File: config.mk
export PLATFORM = sky130hd
export DESIGN_NAME = mhp_rx_parser
export DESIGN_NICKNAME = d
export VERILOG_FILES = /design/src/rtl/mhp_rx_parser.sv
export SDC_FILE = /design/constraint.sdc
export NUM_CORES = 1
export LEC_CHECK = 0
export CAP_MARGIN = 10
export CORE_ASPECT_RATIO = 0.8
export CORE_MARGIN = 2
export CORE_UTILIZATION = 41
export DETAILED_ROUTE_END_ITERATION = 10
export GPL_TIMING_DRIVEN = 0
export PLACE_DENSITY = 0.66
export SLEW_MARGIN = 10
export SYNTH_ARGS = -nofsm -noshare
export SYNTH_HDL_FRONTEND = slang
export SYNTH_SLANG_ARGS = --single-unit
File: constraint.sdc
create_clock -name i_clk -period 3.4 [get_ports i_clk]
set_input_delay 0.68 -clock i_clk [delete_from_list [all_inputs] [get_ports i_clk]]
set_output_delay 0.68 -clock i_clk [all_outputs]
set_load 0.03 [all_outputs]
File: src/rtl/mhp_rx_parser.sv
// rtl/mhp_rx_parser.sv - MHP receive frame decoder: header parse, payload stream, checksum verdict
module mhp_rx_parser #(
  parameter logic [15:0] MY_BCAST     = 16'hFFFF,
  parameter int          MAX_PAYLOAD  = 41,
  parameter int          IDLE_TIMEOUT = 62
) (
  input  logic        i_clk,
  input  logic        i_rst,
  input  logic [7:0]  i_rdata,
  input  logic        i_rready,
  output logic        o_rreq,
  input  logic [15:0] i_my_addr,
  output logic [15:0] o_dst_addr,
  output logic [15:0] o_src_addr,
  output logic [15:0] o_size,
  output logic [7:0]  o_type,
  output logic        o_pvalid,
  output logic [7:0]  o_pdata,
  output logic [7:0]  o_pidx,
  output logic        o_frame_ok,
  output logic        o_frame_err,
  output logic [2:0]  o_err_code,
  output logic        o_busy
);

  typedef enum logic [2:0] {S_IDLE, S_REQ, S_CAP, S_WAIT, S_DRAIN} state_t;

  state_t      state, state_nx;
  logic [7:0]  idx;
  logic [15:0] acc;
  logic [7:0]  tmo;
  logic        drain;
  logic [7:0]  chk_hi;

  logic        tmo_hit;
  logic [15:0] dst_full, size_full, idx16, end_idx;
  logic        dst_bad, size_bad, is_payload, is_chk_hi, is_chk_lo, in_sum;

  assign tmo_hit   = (tmo == 8'(IDLE_TIMEOUT - 1));
  assign dst_full  = {o_dst_addr[15:8], i_rdata};
  assign size_full = {o_size[15:8], i_rdata};
  assign idx16     = {8'd0, idx};
  // First checksum byte sits at 7+size; o_size is only trustworthy once idx >= 7.
  assign end_idx   = o_size + 16'd7;

  assign dst_bad    = (idx == 8'd1) && (dst_full != i_my_addr) && (dst_full != MY_BCAST);
  assign size_bad   = (idx == 8'd5) && (size_full > 16'(MAX_PAYLOAD));
  assign is_payload = (idx >= 8'd7) && (idx16 < end_idx);
  assign is_chk_hi  = (idx >= 8'd7) && (idx16 == end_idx);
  assign is_chk_lo  = (idx >= 8'd7) && (idx16 == end_idx + 16'd1);
  assign in_sum     = (idx <= 8'd6) || is_payload;

  always_comb begin
    state_nx = state;
    o_rreq   = 1'b0;
    o_busy   = (state != S_IDLE);
    case (state)
      S_IDLE:  if (i_rready) state_nx = S_REQ;
      S_REQ: begin
        o_rreq   = 1'b1;
        state_nx = S_CAP;
      end
      S_CAP: begin
        if (drain || dst_bad || size_bad || is_chk_lo) state_nx = S_DRAIN;
        else                                            state_nx = S_WAIT;
      end
      S_WAIT, S_DRAIN: begin
        if (i_rready)     state_nx = S_REQ;
        else if (tmo_hit) state_nx = S_IDLE;
      end
      default: state_nx = S_IDLE;
    endcase
  end

  always_ff @(posedge i_clk) begin
    if (i_rst) begin
      state       <= S_IDLE;
      idx         <= 8'd0;
      acc         <= 16'd0;
      tmo         <= 8'd0;
      drain       <= 1'b0;
      chk_hi      <= 8'd0;
      o_dst_addr  <= 16'd0;
      o_src_addr  <= 16'd0;
      o_size      <= 16'd0;
      o_type      <= 8'd0;
      o_pvalid    <= 1'b0;
      o_pdata     <= 8'd0;
      o_pidx      <= 8'd0;
      o_frame_ok  <= 1'b0;
      o_frame_err <= 1'b0;
      o_err_code  <= 3'd0;
    end else begin
      state       <= state_nx;
      o_pvalid    <= 1'b0;
      o_frame_ok  <= 1'b0;
      o_frame_err <= 1'b0;
      case (state)
        S_IDLE: begin
          idx   <= 8'd0;
          acc   <= 16'd0;
          tmo   <= 8'd0;
          drain <= 1'b0;
        end
        S_CAP: begin
          tmo <= 8'd0;
          if (idx != 8'hFF) idx <= idx + 8'd1;
          if (!drain) begin
            case (idx)
              8'd0: o_dst_addr[15:8] <= i_rdata;
              8'd1: o_dst_addr[7:0]  <= i_rdata;
              8'd2: o_src_addr[15:8] <= i_rdata;
              8'd3: o_src_addr[7:0]  <= i_rdata;
              8'd4: o_size[15:8]     <= i_rdata;
              8'd5: o_size[7:0]      <= i_rdata;
              8'd6: o_type           <= i_rdata;
              default: ;
            endcase
            if (in_sum) acc <= acc + {8'd0, i_rdata};
            if (is_payload) begin
              o_pvalid <= 1'b1;
              o_pdata  <= i_rdata;
              o_pidx   <= idx - 8'd7;
            end
            if (is_chk_hi) chk_hi <= i_rdata;
            if (dst_bad) begin
              o_frame_err <= 1'b1;
              o_err_code  <= 3'd1;
              drain       <= 1'b1;
            end else if (size_bad) begin
              o_frame_err <= 1'b1;
              o_err_code  <= 3'd2;
              drain       <= 1'b1;
            end else if (is_chk_lo) begin
              drain <= 1'b1;
              if ({chk_hi, i_rdata} == acc) begin
                o_frame_ok <= 1'b1;
                o_err_code <= 3'd0;
              end else begin
                o_frame_err <= 1'b1;
                o_err_code  <= 3'd4;
              end
            end
          end
        end
        S_WAIT, S_DRAIN: begin
          if (i_rready) begin
            tmo <= 8'd0;
          end else if (tmo_hit) begin
            // Running dry mid-frame is truncation; a drained frame already has its verdict.
            if (state == S_WAIT) begin
              o_frame_err <= 1'b1;
              o_err_code  <= 3'd3;
            end
          end else begin
            tmo <= tmo + 8'd1;
          end
        end
        default: ;
      endcase
    end
  end

endmodule

Yosys cells after proc, flatten, opt, wreduce, memory -nomap -nowiden --
Cells that the tools add are included.
Storage, ports and cells: register bits after elaboration 122, latch bits 0, RAM bits 0, bits in read-only memories 0, bits of input ports 27, output and inout bits 80, logic and storage cells 132, memories 0
Operators by class: $add $sub $neg 6, $mul 0, divide/modulo/power cells 0, $lt $le $gt $ge 4, equality and inequality tests 27, shift-type cells 0, mux-type cells 39, bitwise gates (word level) 3, reduce and logical (&&, ||, !) cells 34
Operators by type and width (count):
- 2-to-1 mux 3 bit | 12
- equality test 8 x 16 -> 1 bit | 2
- 2-to-1 mux 16 bit | 2
- one-hot mux 16 bit (2 select lines) | 1
- one-hot mux 8 bit (2 select lines) | 2
- AND reduction 3 bit | 10
- equality test 8 x 3 -> 1 bit (second input constant) | 3
- 2-to-1 mux 8 bit | 3
- adder 16 x 1 -> 16 bit (second input constant) | 1
- adder 16 x 3 -> 16 bit (second input constant) | 1
- adder 16 x 8 -> 16 bit | 1
- adder 8 x 1 -> 8 bit (second input constant) | 2
- equality test 16 bit | 1
- equality test 8 x 2 -> 1 bit (second input constant) | 2
- > comparator 16 x 6 -> 1 bit (second input constant) | 1
- < comparator 8 x 16 -> 1 bit | 1
- inequality test 16 bit | 1
- inequality test 16 bit (second input constant) | 1
- 2-to-1 mux 1 bit | 15
- inequality test 2 bit (second input constant) | 7
- one-hot mux 3 bit (4 select lines) | 1
- equality test 8 x 1 -> 1 bit (second input constant) | 1
- equality test 8 x 6 -> 1 bit (second input constant) | 1
- >= comparator 8 x 3 -> 1 bit (second input constant) | 1
- 22 further kinds | 40

Longest topological paths before layout --
Gate-level depths: netlist (run 1).
word-level depth 9, mapped depth 18

Least setup slack after synthesis (run 1) --
Ideal clock, no wire load.
kind register to register, start register o_size[0], end register o_frame_err, data arrival time 3.511 ns, required time 3.326 ns, setup slack -0.185 ns, stages on the path, launching flop included 16, period minus slack after synthesis 3.585 ns, cell sequence dfxtp_1 > buf_2 > inv_1 > ha_1 > buf_6 > nor2b_4 > buf_6 > nor2_4 > nor2_1 > a311o_1 > or3_1 > or4b_1 > a2111oi_2 > nand3b_2 > nand2b_1 > a31oi_1
Between the ends: longest elaborated chain between the ends 9
RTL lines:
- start: declaration | line 15 | output logic [15:0] o_size,
- start signal: assignment | line 115 | 8'd5: o_size[7:0] <= i_rdata;
- adder 16 x 3 -> 16 bit | line 44 | assign end_idx = o_size + 16'd7;
- adder 16 x 1 -> 16 bit | line 50 | assign is_chk_lo = (idx >= 8'd7) && (idx16 == end_idx + 16'd1);
- equality test 8 x 16 -> 1 bit | line 50
- logical AND 1 bit | line 50
- 2-to-1 mux 1 bit | line 134 | end else if (is_chk_lo) begin
- 2-to-1 mux 1 bit | line 130 | end else if (size_bad) begin
- 2-to-1 mux 1 bit | line 126 | if (dst_bad) begin
- 2-to-1 mux 1 bit | line 108 | if (!drain) begin
- one-hot mux 1 bit (2 select lines) | line 98 | case (state)
- end signal: assignment | line 97 | o_frame_err <= 1'b0;
- end signal: assignment | line 127 | o_frame_err <= 1'b1;
- end signal: assignment | line 131 | o_frame_err <= 1'b1;
- end: declaration | line 21 | output logic o_frame_err,
Every way passes these cells. A chain may end at the register's enable or synchronous reset.

Worst setup path after layout (run 1) --
start register o_size[1], end register o_frame_err
Same word-level chain as after synthesis.

==> results of run 1 <==
==> what timing repair did <==
action / in CTS / in global routing
pin swaps: 9 / 7
setup buffers: 9 / 2
resized for setup: 23 / 26
setup endpoints to repair: 47 / 41
hold buffers: 0 / 0
==> synthesized netlist by cell type, types with 5 or more instances <==
master,count
sky130_fd_sc_hd__o21bai_1,6
sky130_fd_sc_hd__o21ai_0,18
sky130_fd_sc_hd__nand4_1,24
sky130_fd_sc_hd__xnor2_1,35
sky130_fd_sc_hd__ha_1,24
sky130_fd_sc_hd__nand2_1,101
sky130_fd_sc_hd__and3_1,7
sky130_fd_sc_hd__nor4_1,14
sky130_fd_sc_hd__nor2_1,92
sky130_fd_sc_hd__a211oi_1,5
sky130_fd_sc_hd__inv_1,15
sky130_fd_sc_hd__a22o_1,9
sky130_fd_sc_hd__or3_1,7
sky130_fd_sc_hd__buf_6,5
sky130_fd_sc_hd__a21oi_1,87
sky130_fd_sc_hd__dfxtp_1,122
sky130_fd_sc_hd__clkbuf_1,51
sky130_fd_sc_hd__xor2_1,43
sky130_fd_sc_hd__nand3_1,71
sky130_fd_sc_hd__nor3_1,18
sky130_fd_sc_hd__nand2b_1,6
sky130_fd_sc_hd__buf_2,7
sky130_fd_sc_hd__mux2i_1,23
sky130_fd_sc_hd__a21o_1,7
sky130_fd_sc_hd__a311oi_1,5
sky130_fd_sc_hd__nor2b_1,8
==> state kept, by name (all words and copies together), names as in the netlist, 8 cells and up <==
signal	flops
idx	8
chk_hi	8
o_pdata	8
tmo	8
o_type	8
o_pidx	8
o_dst_addr	16
acc	16
o_src_addr	16
o_size	16
==> final timing paths <==
| path | to | startpoint | slack [ns] | cells after the start |
|---|---|---|---|---|
| hold reg to reg | o_src_addr[10]$_SDFFE_PP0P_ | o_src_addr[10]$_SDFFE_PP0P_ | 0.46 | 2 |
| setup reg to reg | o_frame_err$_SDFF_PP0_ | o_size[1]$_SDFFE_PP0P_ | 0.09 | 15 |
| setup / recovery | o_frame_err$_SDFF_PP0_ | o_size[1]$_SDFFE_PP0P_ | 0.09 | 15 |
| hold / removal | o_src_addr[10]$_SDFFE_PP0P_ | o_src_addr[10]$_SDFFE_PP0P_ | 0.46 | 2 |
==> logic make-up (layout without fill, tap and decap cells) <==
kind of cell | Yosys count | after routing | share of synthesized area [%]
DFF | 122 | 122 | 33.6
muxes | 26 | 26 | 3.63
adders and majority gates | 25 | 25 | 4.41
buffers and inverters | 80 | 225 | 4.82
AOI/OAI and AO/OA | 180 | 180 | 16.4
and+or+nand+nor | 396 | 396 | 27.4
xor gates and xnor gates | 79 | 79 | 9.71
==> cell usage in the layout (no fill, tap or decap), types with 24 or more instances in the layout <==
cell type | Yosys | routed
sky130_fd_sc_hd__dfxtp_1 | 122 | 119
sky130_fd_sc_hd__clkdlybuf4s50_1 | 0 | 105
sky130_fd_sc_hd__nand2_1 | 101 | 99
sky130_fd_sc_hd__nor2_1 | 92 | 89
sky130_fd_sc_hd__a21oi_1 | 87 | 86
sky130_fd_sc_hd__nand3_1 | 71 | 71
sky130_fd_sc_hd__clkbuf_1 | 51 | 44
sky130_fd_sc_hd__xor2_1 | 43 | 43
sky130_fd_sc_hd__xnor2_1 | 35 | 32
sky130_fd_sc_hd__nand4_1 | 24 | 24
==> where the power goes <==
group	switching, mW	internal, mW	leakage [nW]	total (mW)
sequential	0.0274	1.45	0.986	1.48
combinational	0.299	0.159	2.14	0.457
clock	0.812	1.05	0.292	1.86
==> per-layer routing <==
metal	track usage, %	share of wire, %	vias to the layer above
met2	37.1	44	281
met3	7.26	8.7	26
met5	0	0	-
met1	33.0	46	3410
met4	6.25	1.1	0
li1	-	-	3494
==> per-stage QoR <==
step	power, mW	std cells	setup WS [ns]
4_1_cts	3.80	1279	-0.00152
5_1_grt	3.91	1278	-0.0298
2_1_floorplan	1.78	908	0.00567
3_3_place_gp	1.94	1238	-0.352
6_report	3.80	1278	0.0929
3_5_place_dp	1.95	1239	-0.367
==> final cells by class <==
type                            count  area, um^2  area share [%]
Inverter                           15        56.3           0.594
Sequential cell                   122        2450            25.9
Clock buffer                       17         425            4.49
Buffer                             61         298            3.14
Tap cell                          225         282            2.97
Timing Repair Buffer              117        1140            12.0
Clock inverter                     15         174            1.84
Multi-Input combinational cell    706        4650            49.1
==> worst register-to-register path: stages, from the launching register on <==
cell	delay, ns
sky130_fd_sc_hd__dfxtp_4	0.35
sky130_fd_sc_hd__buf_6	0.11
sky130_fd_sc_hd__inv_2	0.04
sky130_fd_sc_hd__ha_2	0.17
sky130_fd_sc_hd__buf_6	0.13
sky130_fd_sc_hd__nor2b_4	0.12
sky130_fd_sc_hd__buf_8	0.15
sky130_fd_sc_hd__nor2_4	0.12
sky130_fd_sc_hd__nor2_1	0.05
sky130_fd_sc_hd__a311o_1	0.26
sky130_fd_sc_hd__or3_4	0.34
sky130_fd_sc_hd__or4b_4	0.51
sky130_fd_sc_hd__a2111oi_4	0.36
sky130_fd_sc_hd__nand3b_4	0.17
sky130_fd_sc_hd__nand2b_4	0.18
sky130_fd_sc_hd__a31oi_4	0.15
==> results by stage, run 1 <==
Status:
- The run finished with clean final reports.

Synth:
- The most used flip-flop cell after synthesis is sky130_fd_sc_hd__dfxtp_1.
- After synthesis, the largest area contributor takes up between 30 and 40% of total cell area.
- The number of warnings reported in the yosys synthesis log is 0.
- The cell type with the highest aggregate area in the netlist is sky130_fd_sc_hd__dfxtp_1.
- The portion of the post-synthesis area used by sequential elements is 33.6%.
- Yosys mapped a number of flops with a built-in enable equal to 0.
- In the synthesized netlist the async set-or-reset flop fraction comes to 0%.
- The post-synthesis instance area is between 7000 and 8000 um^2.
- The number of nets handed over by synthesis was 960.
- By area the synthesized netlist is led by sky130_fd_sc_hd__dfxtp_1 (34%), sky130_fd_sc_hd__a21oi_1 (6.0%), sky130_fd_sc_hd__nand2_1 (5.2%).
- Counting flops and latches in the post-synthesis netlist gives about 120.
- A synthesized cell averages 8.00 um^2.
- In the synthesized netlist, the number of instances is 908.
- The count of distinct cell types in the synthesized netlist is 85.

Finish:
- In the final design database the tool counted 1,092 nets.
- The final cell area excluding filler cells is between 9000 and 10,000 um^2.
- The final standard cell utilization of the core is 54.7%.
- The area growth from synthesis to layout is 30.4%.
- The number of antenna repair diodes is 0.
- Cells with a size suffix above 1 make up between 10 and 15% of the layout.
- After filler insertion, the fill cell instance count of the layout stands at approximately 1,700.

CTS:
- Clock-pin slew was measured on the worst setup and hold paths at 0.07 ns.
- The number of clock buffers added by TritonCTS is 17.
- The buffer levels on the longest clock path is 2.
- The buffer cell driving the clock tree root is sky130_fd_sc_hd__clkbuf_16.
- The clock reaches the later pin of the worst-skew pair after between 0.4 and 0.5 ns.
- The H-tree was split into 4 levels.
- CTS saw ~120 sinks.
- The TritonCTS clock tree is done.

GRT:
- Global routing used 24.1% of the available tracks across all layers.
- The number of antenna violations at the first check in global routing is 0.
- The number of global-route vias before repair is 6,606.
- After global routing the overflow that remains totals 0.
- The first global-routing pass estimated 35,800 um of wire.
- Entering global routing, the biggest net connects 17 pins.

Floorplanning:
- The chip height is 123 um.
- 107 I/O pins were placed.
- The die area is 18,800 um^2.
- The overall die width is between 150 and 200 um.
- The site row count is 43.
- The core outline area is 17,300 um^2.
- The starting utilization of the core area is a little over two fifths.

Timing:
- The clock period minus final worst setup slack is 3.31 ns.
- The number of slew-limit violations in the final report is 0.
- The number of endpoints failing setup at the final stage is 0.
- Setup repair after global routing could not meet its margin everywhere.
- After layout, the worst path uses 97.3% of the clock period.
- After routing, the total negative slack on setup checks comes to 0 ns.
- The remaining max-slew budget at the tightest pin is slightly above 50%.
- On the final layout, the worst clock skew is 0.0240 ns.
- The slew of the pin with the lowest slew margin is 0.728 ns.
- The worst slack on hold paths is 0.455 ns.
- The number of failing hold endpoints at the final stage was 0.
- Timing would allow up to 302 MHz.

Route:
- The wire length per cell is about 18 um.
- In this run, the number of DRC markers left after iteration 0 of detailed routing was 569.
- Detailed routing inserted a total of 7,211 vias.
- The number of remaining DRC errors is 0.
- The number of iterations in the first detailed-routing pass is 5.
- In the routed layout, each cell is associated on average with a via count of 5.64.
- The remaining antenna violation count after routing is 0.
- The detailed-route wire length is 22,600 um.

Place:
- Routability-driven placement finished with a final weighted congestion of 0.913.
- The count of buffers added on input and output ports is 105.
- The final HPWL from detailed placement is 16,100 um.
- The placed standard-cell area is 8620 um^2.

Setup path:
- STA classifies the critical path startpoint as a flip-flop.
- The kind of cell adding the most delay to the critical path is simple AND/OR/NAND/NOR gates.
- The cell with the largest stage delay on the worst path is sky130_fd_sc_hd__or4b_4.
- STA classifies the critical path endpoint as a flip-flop.
- The largest single stage delay on the critical path is 0.51 ns.
- Data on the critical path arrives at its endpoint at roughly 3.7 ns.
- Along the worst path, the maximum fanout reaches 8.
- Traced cell by cell, the critical path runs through buf_6 > inv_2 > ha_2 > buf_6 > nor2b_4 > buf_8 > nor2_4 > nor2_1 > a311o_1 > or3_4 > or4b_4 > a2111oi_4 > nand3b_4 > nand2b_4 > a31oi_4.
- The data required time of the critical path is 3.76 ns.
- The cell that appears most often on the critical path is sky130_fd_sc_hd__buf_6.
- The number of buffers and inverters on the critical path is 4.
- The type of the worst setup path is flip-flop to flip-flop.

Hold path:
- The worst min-delay path category is flip-flop to flip-flop.

Power and ir drop:
- The cell leakage power is 3.41 nW.
- Power spread over the standard cell area amounts to 401 nW/um^2.
- The maximum vdd ir drop is roughly 0.37 mV.

Job:
- Across the run, the number of max-cap violations was 0.
No activity file was read; power rests on OpenSTA's default activity.
==> run 2: changes to the inputs <==
--- a/config.mk
+++ b/config.mk
@@ -5,6 +5,7 @@
 export SDC_FILE = /design/constraint.sdc
 export NUM_CORES = 1
 export LEC_CHECK = 0
+export ABC_AREA = 1
 export CAP_MARGIN = 10
 export CORE_ASPECT_RATIO = 0.8
 export CORE_MARGIN = 2
==> run 2 against run 1 <==
Net effect: final area decreased by 3.1%; sequential share of layout area rose by 0.73 points; worst setup slack better by 0.28 ns; combinational power grew 110%; largest cell class unchanged; critical endpoint is now o_pdata[5]$_SDFFE_PP0P_; flip-flop and latch count stayed put; register-to-register slack improved by 0.28 ns.
==> results by stage, run 2 <==
Status:
- The run finished with clean final reports.

CTS:
- The clock-pin transition on the worst setup and hold timing paths came to 0.06 ns (about the same).
- The number of resized instances in the post-cts repair step is 0 (-100%).
- The buffer levels on the longest clock path is 2 (unchanged).
- The CTS buffer count is 17 (unchanged).
- The number of buffers inserted for hold repair after clock tree synthesis is 0 (unchanged).
- The buffers inserted during post-CTS setup optimization came to 0 (-9).
- The number of clock sinks is 122 (unchanged).
- The clock latency on the worst-skew pair is 0.42 ns (-0.03 ns).
- The buffer cell driving the clock tree root is sky130_fd_sc_hd__clkbuf_16.
- The H-tree depth is 4 (unchanged).
- The TritonCTS clock tree is done.

Synth:
- The post-synthesis instance area is 7270 um^2 (unchanged).
- Among all cell types in the netlist, the one instantiated most often is sky130_fd_sc_hd__nand2_1.
- By area the synthesized netlist is led by sky130_fd_sc_hd__dfxtp_1 (34%), sky130_fd_sc_hd__nand2_1 (10%), sky130_fd_sc_hd__a21oi_1 (7.0%).
- The leading register cell type out of synthesis is sky130_fd_sc_hd__dfxtp_1.
- The number of nets in the synthesized netlist is 1,096 (+14%).
- The per-instance average area after synthesis is 6.96 um^2 (-13%).
- The count of distinct cell types in the synthesized netlist is 46 (-46%).
- The cell count after synthesis is 1,044 (+15%).
- The cell type with the highest aggregate area in the netlist is sky130_fd_sc_hd__dfxtp_1.
- The fraction of post-synthesis cell area in the top cell type by area was 33.6% (unchanged).
- The number of enable-type register cells in the synthesized netlist is 0 (unchanged).
- The number of warnings reported in the yosys synthesis log is 0 (unchanged).
- The fraction of registers with async set/reset came to 0% (unchanged).
- The portion of the post-synthesis area used by sequential elements is 33.6% (unchanged).
- By count the netlist is led by sky130_fd_sc_hd__nand2_1 (200), sky130_fd_sc_hd__dfxtp_1 (122), sky130_fd_sc_hd__inv_1 (108).
- The number of register bits inferred by synthesis came to 122 (unchanged).

GRT:
- The number of global-route vias before repair was 6,851 (+3.7%).
- The number of antenna violations at the first check in global routing is 0 (unchanged).
- The overall fraction of global-route tracks in use is 24.4% (+0.32 points).
- The residual overflow from global routing is 0 (unchanged).
- The global-route wire length before repair is 36,300 um (+1.2%).
- The pin count of the biggest net entering global routing came to 17 (unchanged).

Finish:
- Leaving out fill and tap cells, the most frequent cells in the layout are sky130_fd_sc_hd__nand2_1 (200), sky130_fd_sc_hd__dfxtp_1 (122), sky130_fd_sc_hd__inv_1 (108).
- The share of layout cells above drive strength 1 is 11.0% (-0.018 points).
- Compared with the post-synthesis result, the final layout area differs by 26.4%.
- The number of antenna repair diodes came to 0 (unchanged).
- The count of non-filler cells in the finished layout is 1,407 (+10%).
- The most common cell after layout, fill and taps aside is sky130_fd_sc_hd__nand2_1.
- The final net count is 1,221 (+12%).

Route:
- The number of iterations in the first detailed-routing pass is 5 (unchanged).
- The violation count after the first detailed-routing iteration is 621 (+9.1%).
- The number of vias in the routed layout is 7,406 (+2.7%).
- The number of remaining DRC errors is 0 (unchanged).
- The ratio of routed vias to standard cells was 5.26 (-6.7%).
- The wire length per cell is 16.2 um (-8.4%).
- The remaining antenna violation count after routing is 0 (unchanged).
- The detailed-route wire length came to 22,800 um (+0.88%).

Place:
- The final weighted congestion in routability-driven placement is 0.946 (+3.7%).
- The final HPWL from detailed placement is 17,500 um (+8.3%).
- The number of placed instances, taps included came to 1,375 (+11%).
- The number of input and output port buffers inserted is 106 (+0.95%).

Timing:
- The timing-limited maximum frequency is 330 MHz (+9.3%).
- The number of failing hold endpoints at the final stage is 0 (unchanged).
- The number of endpoints failing setup at the final stage was 0 (unchanged).
- The clock period minus final worst setup slack was 3.03 ns (-0.281 ns).
- The final total negative setup slack is 0 ns (unchanged).
- The largest clock skew in the final design came to 0.0103 ns (-0.0137 ns).
- The number of slew-limit violations in the final report is 0 (unchanged).
- Setup repair after global routing left no endpoint under its margin.
- The slew of the pin with the lowest slew margin is 0.679 ns (-0.0489 ns).
- The fraction of the cycle the final worst path needs was 89.0% (-8.3 points).
- The remaining max-slew budget at the tightest pin is 54.7% (+3.3 points).

Floorplanning:
- The core outline area is 17,300 um^2 (unchanged).
- The starting utilization of the core area is 41.9% (unchanged).
- The site row count came to 43 (unchanged).
- The die area is 18,800 um^2 (unchanged).
- The I/O pin count is 107 (unchanged).
- The overall die width came to 153 um (unchanged).
- The chip height is 123 um (unchanged).

Power and ir drop:
- The maximum vdd ir drop was 0.315 mV (-14%).
- The power density normalized to cell area was 468 nW/um^2 (+17%).
- The total power is 4.30 mW (+13%).
- The cell leakage power is 3.63 nW (+6.3%).

Setup path:
- STA classifies the critical path endpoint as a flip-flop.
- In this design, the critical path's most frequently occurring cell is sky130_fd_sc_hd__nand2_1.
- The launching element type of the critical path is a flip-flop.
- The peak fanout along the critical path was 10 (+2).
- The cell with the largest stage delay on the worst path is sky130_fd_sc_hd__dfxtp_1.
- The worst path arrival time is 3.31 ns (-0.35 ns).
- The critical path goes through inv_2 > ha_1 > nand2_4 > nand3_4 > nand2_1 > nand2_1 > ha_1 > nand2_1 > inv_1 > nand3_1 > o211ai_1 > nand3_2 > nand3_2 > inv_2 > clkbuf_1 > o21ai_0 > a21oi_1.
- The maximum cell stage delay along the critical path is 0.47 ns (-0.04 ns).
- The type of the worst setup path is flip-flop to flip-flop.
- The data required time of the critical path is 3.68 ns (-0.08 ns).

Job:
- The max-capacitance violation count is 0 (unchanged).

Hold path:
- The tightest min-delay check is of the flip-flop to flip-flop type.
==> run 2: cell count changes in the layout (fill, tap and decap cells not counted), sizes merged, moves of 10 or more <==
cell and delta:
nand2 +124, inv +101, o21ai +57, clkbuf -30, a21oi +25, xnor2 -25
mux2i -23, nor2 +22, xor2 -22, a211oi +11, a22o -10
==> run 2: critical path: cells and delay by family (launching register included) <==
| family | cells | cell delay (ns) |
|---|---|---|
| fa+ha+maj | 2 | 0.58 |
| compound gates | 3 | 0.51 |
| buf+inv | 4 | 0.48 |
| simple gates | 8 | 0.84 |
| flops | 1 | 0.47 |
==> run 2: through the flow <==
step | cell area [um^2] | setup WS [ns] | util (%) | hold slack [ns]
after global placement | 8610 | 0.0572 | 49.7 | 0.452
after detailed placement | 8610 | 0.0398 | 49.7 | 0.458
after global routing | 9180 | 0.0824 | 53.0 | 0.482
final | 9180 | 0.374 | 53.0 | 0.468
after CTS | 9180 | 0.410 | 53.0 | 0.468
after floorplan | 7270 | 0.723 | - | 0.435
==> run 2: layout make-up <==
class,count,area [um^2]
timing repair buffer,106,1060
clock buffer,19,443
inverter,121,457
tap,225,282
fill,1681,8140
buffer,32,169
clock inverter,13,133
multi-input combinational,769,4200
sequential,122,2440
==> run 2: path summary, 6_finish.rpt <==
path                                            startpoint                          to  slack, ns  depth (start not counted)
worst max register to register      o_size[0]$_SDFFE_PP0P_     o_pdata[5]$_SDFFE_PP0P_       0.37                         17
worst min-delay path            o_err_code[1]$_SDFFE_PP0P_  o_err_code[1]$_SDFFE_PP0P_       0.47                          2
worst min register to register  o_err_code[1]$_SDFFE_PP0P_  o_err_code[1]$_SDFFE_PP0P_       0.47                          2
worst max-delay path                o_size[0]$_SDFFE_PP0P_     o_pdata[5]$_SDFFE_PP0P_       0.37                         17
==> run 2: routing by layer <==
layer  track usage (%)  part of all wire (%)  vias up
met4              7.87                   1.9        0
met1              36.3                    51     3344
li1                  -                     -     3741
met2              33.7                    39      286
met3              6.80                   8.8       35
met5                 0                     0        -
==> run 2: where the power goes <==
group | total, mW | switching [mW] | internal (mW)
registers | 1.57 | 0.0726 | 1.49
clock network | 1.75 | 0.712 | 1.04
logic | 0.981 | 0.646 | 0.334
total | 4.30 | 1.43 | 2.87
==> run 2: cells by family after synthesis <==
| family | Yosys count | share of synthesized area (%) |
|---|---|---|
| compound gates | 224 | 17.1 |
| xor+xnor | 31 | 3.94 |
| fa+ha+maj | 25 | 4.41 |
| buf+inv | 153 | 8.61 |
| flops | 122 | 33.6 |
| simple gates | 489 | 32.3 |
==> run 3: changes to the inputs <==
--- a/config.mk
+++ b/config.mk
@@ -11,7 +11,6 @@
 export CORE_MARGIN = 2
 export CORE_UTILIZATION = 41
 export DETAILED_ROUTE_END_ITERATION = 10
-export GPL_TIMING_DRIVEN = 0
 export PLACE_DENSITY = 0.66
 export SLEW_MARGIN = 10
 export SYNTH_ARGS = -nofsm -noshare
==> run 3 against run 2 <==
Net effect: clock power about the same; non-clock buffer count fell by 16; flip-flop and latch count unchanged; final cell count down 1.2%; fmax grew 3.4%; critical path depth decreased by 3; wire length is 4.2% lower; die area stayed put; via count down 2.5%; count of clock-buffer cells in the layout grew 3; utilization shrank 0.29 points.
==> results by stage, run 3 (synthesized netlist as in run 2, its figures left out) <==
Status:
- The run finished with clean final reports.

Route:
- The number of iterations in the first detailed-routing pass is 5 (unchanged).
- The wire length per cell is 15.7 um (-3.1%).
- The number of vias in the routed layout is 7,223 (-2.5%).
- The number of remaining DRC errors is 0 (unchanged).
- The remaining antenna violation count after routing is 0 (unchanged).
- The ratio of routed vias to standard cells is 5.20 (-1.3%).
- The violation count after the first detailed-routing iteration is 544 (-12%).
- The detailed-route wire length is 21,800 um (-4.2%).

Power and ir drop:
- The cell leakage power was 3.62 nW (-0.40%).
- The maximum vdd ir drop is 0.299 mV (-5.0%).
- The power density normalized to cell area was 466 nW/um^2 (-0.52%).

Floorplanning:
- The core outline area is 17,300 um^2 (unchanged).
- The chip height was 123 um (unchanged).
- The starting utilization of the core area is 41.9% (unchanged).
- The overall die width came to 153 um (unchanged).
- The site row count is 43 (unchanged).
- The die area is 18,800 um^2 (unchanged).
- The I/O pin count is 107 (unchanged).

CTS:
- The H-tree depth is 4 (unchanged).
- The number of clock sinks is 122 (unchanged).
- The buffers inserted during post-CTS setup optimization is 0 (unchanged).
- The CTS buffer count is 17 (unchanged).
- The clock latency on the worst-skew pair is 0.42 ns (about the same).
- The clock-pin transition on the worst setup and hold timing paths is 0.06 ns (about the same).
- The buffer levels on the longest clock path came to 2 (unchanged).
- The TritonCTS clock tree is done.
- The number of resized instances in the post-cts repair step came to 0 (unchanged).
- The buffer cell driving the clock tree root is sky130_fd_sc_hd__clkbuf_16.
- The number of buffers inserted for hold repair after clock tree synthesis is 0 (unchanged).

Place:
- The final weighted congestion in routability-driven placement is 0.948 (+0.15%).
- The placed standard-cell area is 8570 um^2 (-0.48%).
- The number of input and output port buffers inserted was 106 (unchanged).
- The final HPWL from detailed placement is 16,200 um (-7.1%).

Finish:
- The number of antenna repair diodes came to 0 (unchanged).
- The most common cell after layout, fill and taps aside is sky130_fd_sc_hd__nand2_1.
- The share of layout cells above drive strength 1 is 11.4% (+0.42 points).
- The area growth from synthesis to layout is 25.7%.
- In the layout the commonest cells are sky130_fd_sc_hd__nand2_1 (200), sky130_fd_sc_hd__dfxtp_1 (122), sky130_fd_sc_hd__inv_1 (108).
- The number of filler instances in the final layout is 1,731 (+3.0%).
- The final net count came to 1,205 (-1.3%).
- The sequential cell area in the final layout is 2440 um^2 (unchanged).
- The final cell area excluding filler cells is 9130 um^2 (-0.54%).
- The multi-input combinational cell area is 4200 um^2 (unchanged).

Setup path:
- The peak fanout along the critical path is 16 (+6).
- The register-to-register setup slack was 0.47 ns (+0.10 ns).
- The data required time of the critical path is 3.73 ns (+0.05 ns).
- The worst path arrival time is 3.26 ns (-0.05 ns).
- The type of destination of the critical path is a flip-flop.
- The startpoint identified for the worst register-to-register timing path is o_size[2]$_SDFFE_PP0P_.
- The worst setup path is launched from a flip-flop.
- The depth of the worst register-to-register path is 14 (-3).
- By startpoint and endpoint, the worst setup path is classified as flip-flop to flip-flop.
- In this run the critical register-to-register path is captured at acc[1]$_SDFFE_PP0P_.

GRT:
- The global-route wire length before repair is 35,600 um (-1.9%).
- The number of global-route vias before repair is 6,693 (-2.3%).
- The residual overflow from global routing was 0 (unchanged).
- The overall fraction of global-route tracks in use came to 23.7% (-0.72 points).
- The number of antenna violations at the first check in global routing came to 0 (unchanged).
- The pin count of the biggest net entering global routing is 49 (+32).

Timing:
- The final total negative setup slack came to 0 ns (unchanged).
- The largest clock skew in the final design was 0.0107 ns (+0.000411 ns).
- The clock period minus final worst setup slack is 2.93 ns (-0.0993 ns).
- The slew of the pin with the lowest slew margin came to 0.827 ns (+0.148 ns).
- Setup repair after global routing left no endpoint under its margin.
- The number of endpoints failing setup at the final stage was 0 (unchanged).
- The timing-limited maximum frequency is 342 MHz (+3.4%).
- The number of slew-limit violations in the final report came to 0 (unchanged).
- The remaining max-slew budget at the tightest pin was 44.4% (-10 points).
- The fraction of the cycle the final worst path needs came to 86.1% (-2.9 points).
- The number of failing hold endpoints at the final stage is 0 (unchanged).

Hold path:
- For hold timing, the worst endpoint is chk_hi[3]$_SDFFE_PP0P_.
- The worst hold path stage count is 2 (unchanged).
- In this run the most critical hold path is launched from chk_hi[3]$_SDFFE_PP0P_.
- The worst hold path belongs to the class flip-flop to flip-flop.

Job:
- The max-capacitance violation count is 0 (unchanged).
## run 3: worst max-delay path by stage
stage                                      start                endpoint
after detailed placement              i_rdata[6]    acc[15]$_SDFFE_PP0P_
after CTS                 o_size[2]$_SDFFE_PP0P_  o_pidx[0]$_SDFFE_PP0P_
after global routing      o_size[2]$_SDFFE_PP0P_     acc[6]$_SDFFE_PP0P_
after floorplan           o_size[0]$_SDFFE_PP0P_    acc[10]$_SDFFE_PP0P_
final                     o_size[2]$_SDFFE_PP0P_     acc[1]$_SDFFE_PP0P_
after global placement                i_rdata[6]    acc[15]$_SDFFE_PP0P_
## run 3: critical path, stage by stage (launching register included)
cell and delay (ns):
sky130_fd_sc_hd__dfxtp_1 0.39, sky130_fd_sc_hd__nor2_2 0.16, sky130_fd_sc_hd__nand2_2 0.20, sky130_fd_sc_hd__nand2_1 0.14
sky130_fd_sc_hd__nand2_1 0.14, sky130_fd_sc_hd__ha_1 0.36, sky130_fd_sc_hd__nand3_1 0.12, sky130_fd_sc_hd__o211a_1 0.23
sky130_fd_sc_hd__o211ai_1 0.19, sky130_fd_sc_hd__nand3_2 0.12, sky130_fd_sc_hd__nand2_2 0.11, sky130_fd_sc_hd__nand3_4 0.14
sky130_fd_sc_hd__nand2_4 0.28, sky130_fd_sc_hd__a21oi_1 0.07, sky130_fd_sc_hd__nor3_1 0.17
## run 3: per-layer routing
layer	routed length (um)	track usage, %
met4	362	7.12
met5	0	0
met1	11000	34.3
met3	1650	6.69
met2	8840	34.1
## run 3: cell type report
cell class | instances | share of cell area [%]
multi-input combinational | 769 | 46.0
sequential | 122 | 26.7
tap | 225 | 3.08
inverter | 121 | 5.00
clock buffer | 22 | 5.19
timing repair buffer | 122 | 13.0
clock inverter | 9 | 1.01
## run 3: power breakdown
group / internal (mW) / switching (mW) / leakage, nW
registers: 1.50 / 0.0728 / 0.984
logic: 0.320 / 0.631 / 2.36
clock network: 1.06 / 0.675 / 0.268
total: 2.88 / 1.38 / 3.62
## run 3: metrics by stage
stage                     worst slack (ns)  instances  power, mW  utilization [%]  hold slack, ns
after floorplan                      0.723       1044       2.23                -           0.435
after global placement               0.358       1359       2.53             49.5           0.448
after detailed placement             0.384       1359       2.53             49.5           0.457
after CTS                            0.511       1390       4.27             52.7           0.464
after global routing                 0.183       1390       4.44             52.7           0.477
final                                0.473       1390       4.26             52.7           0.463
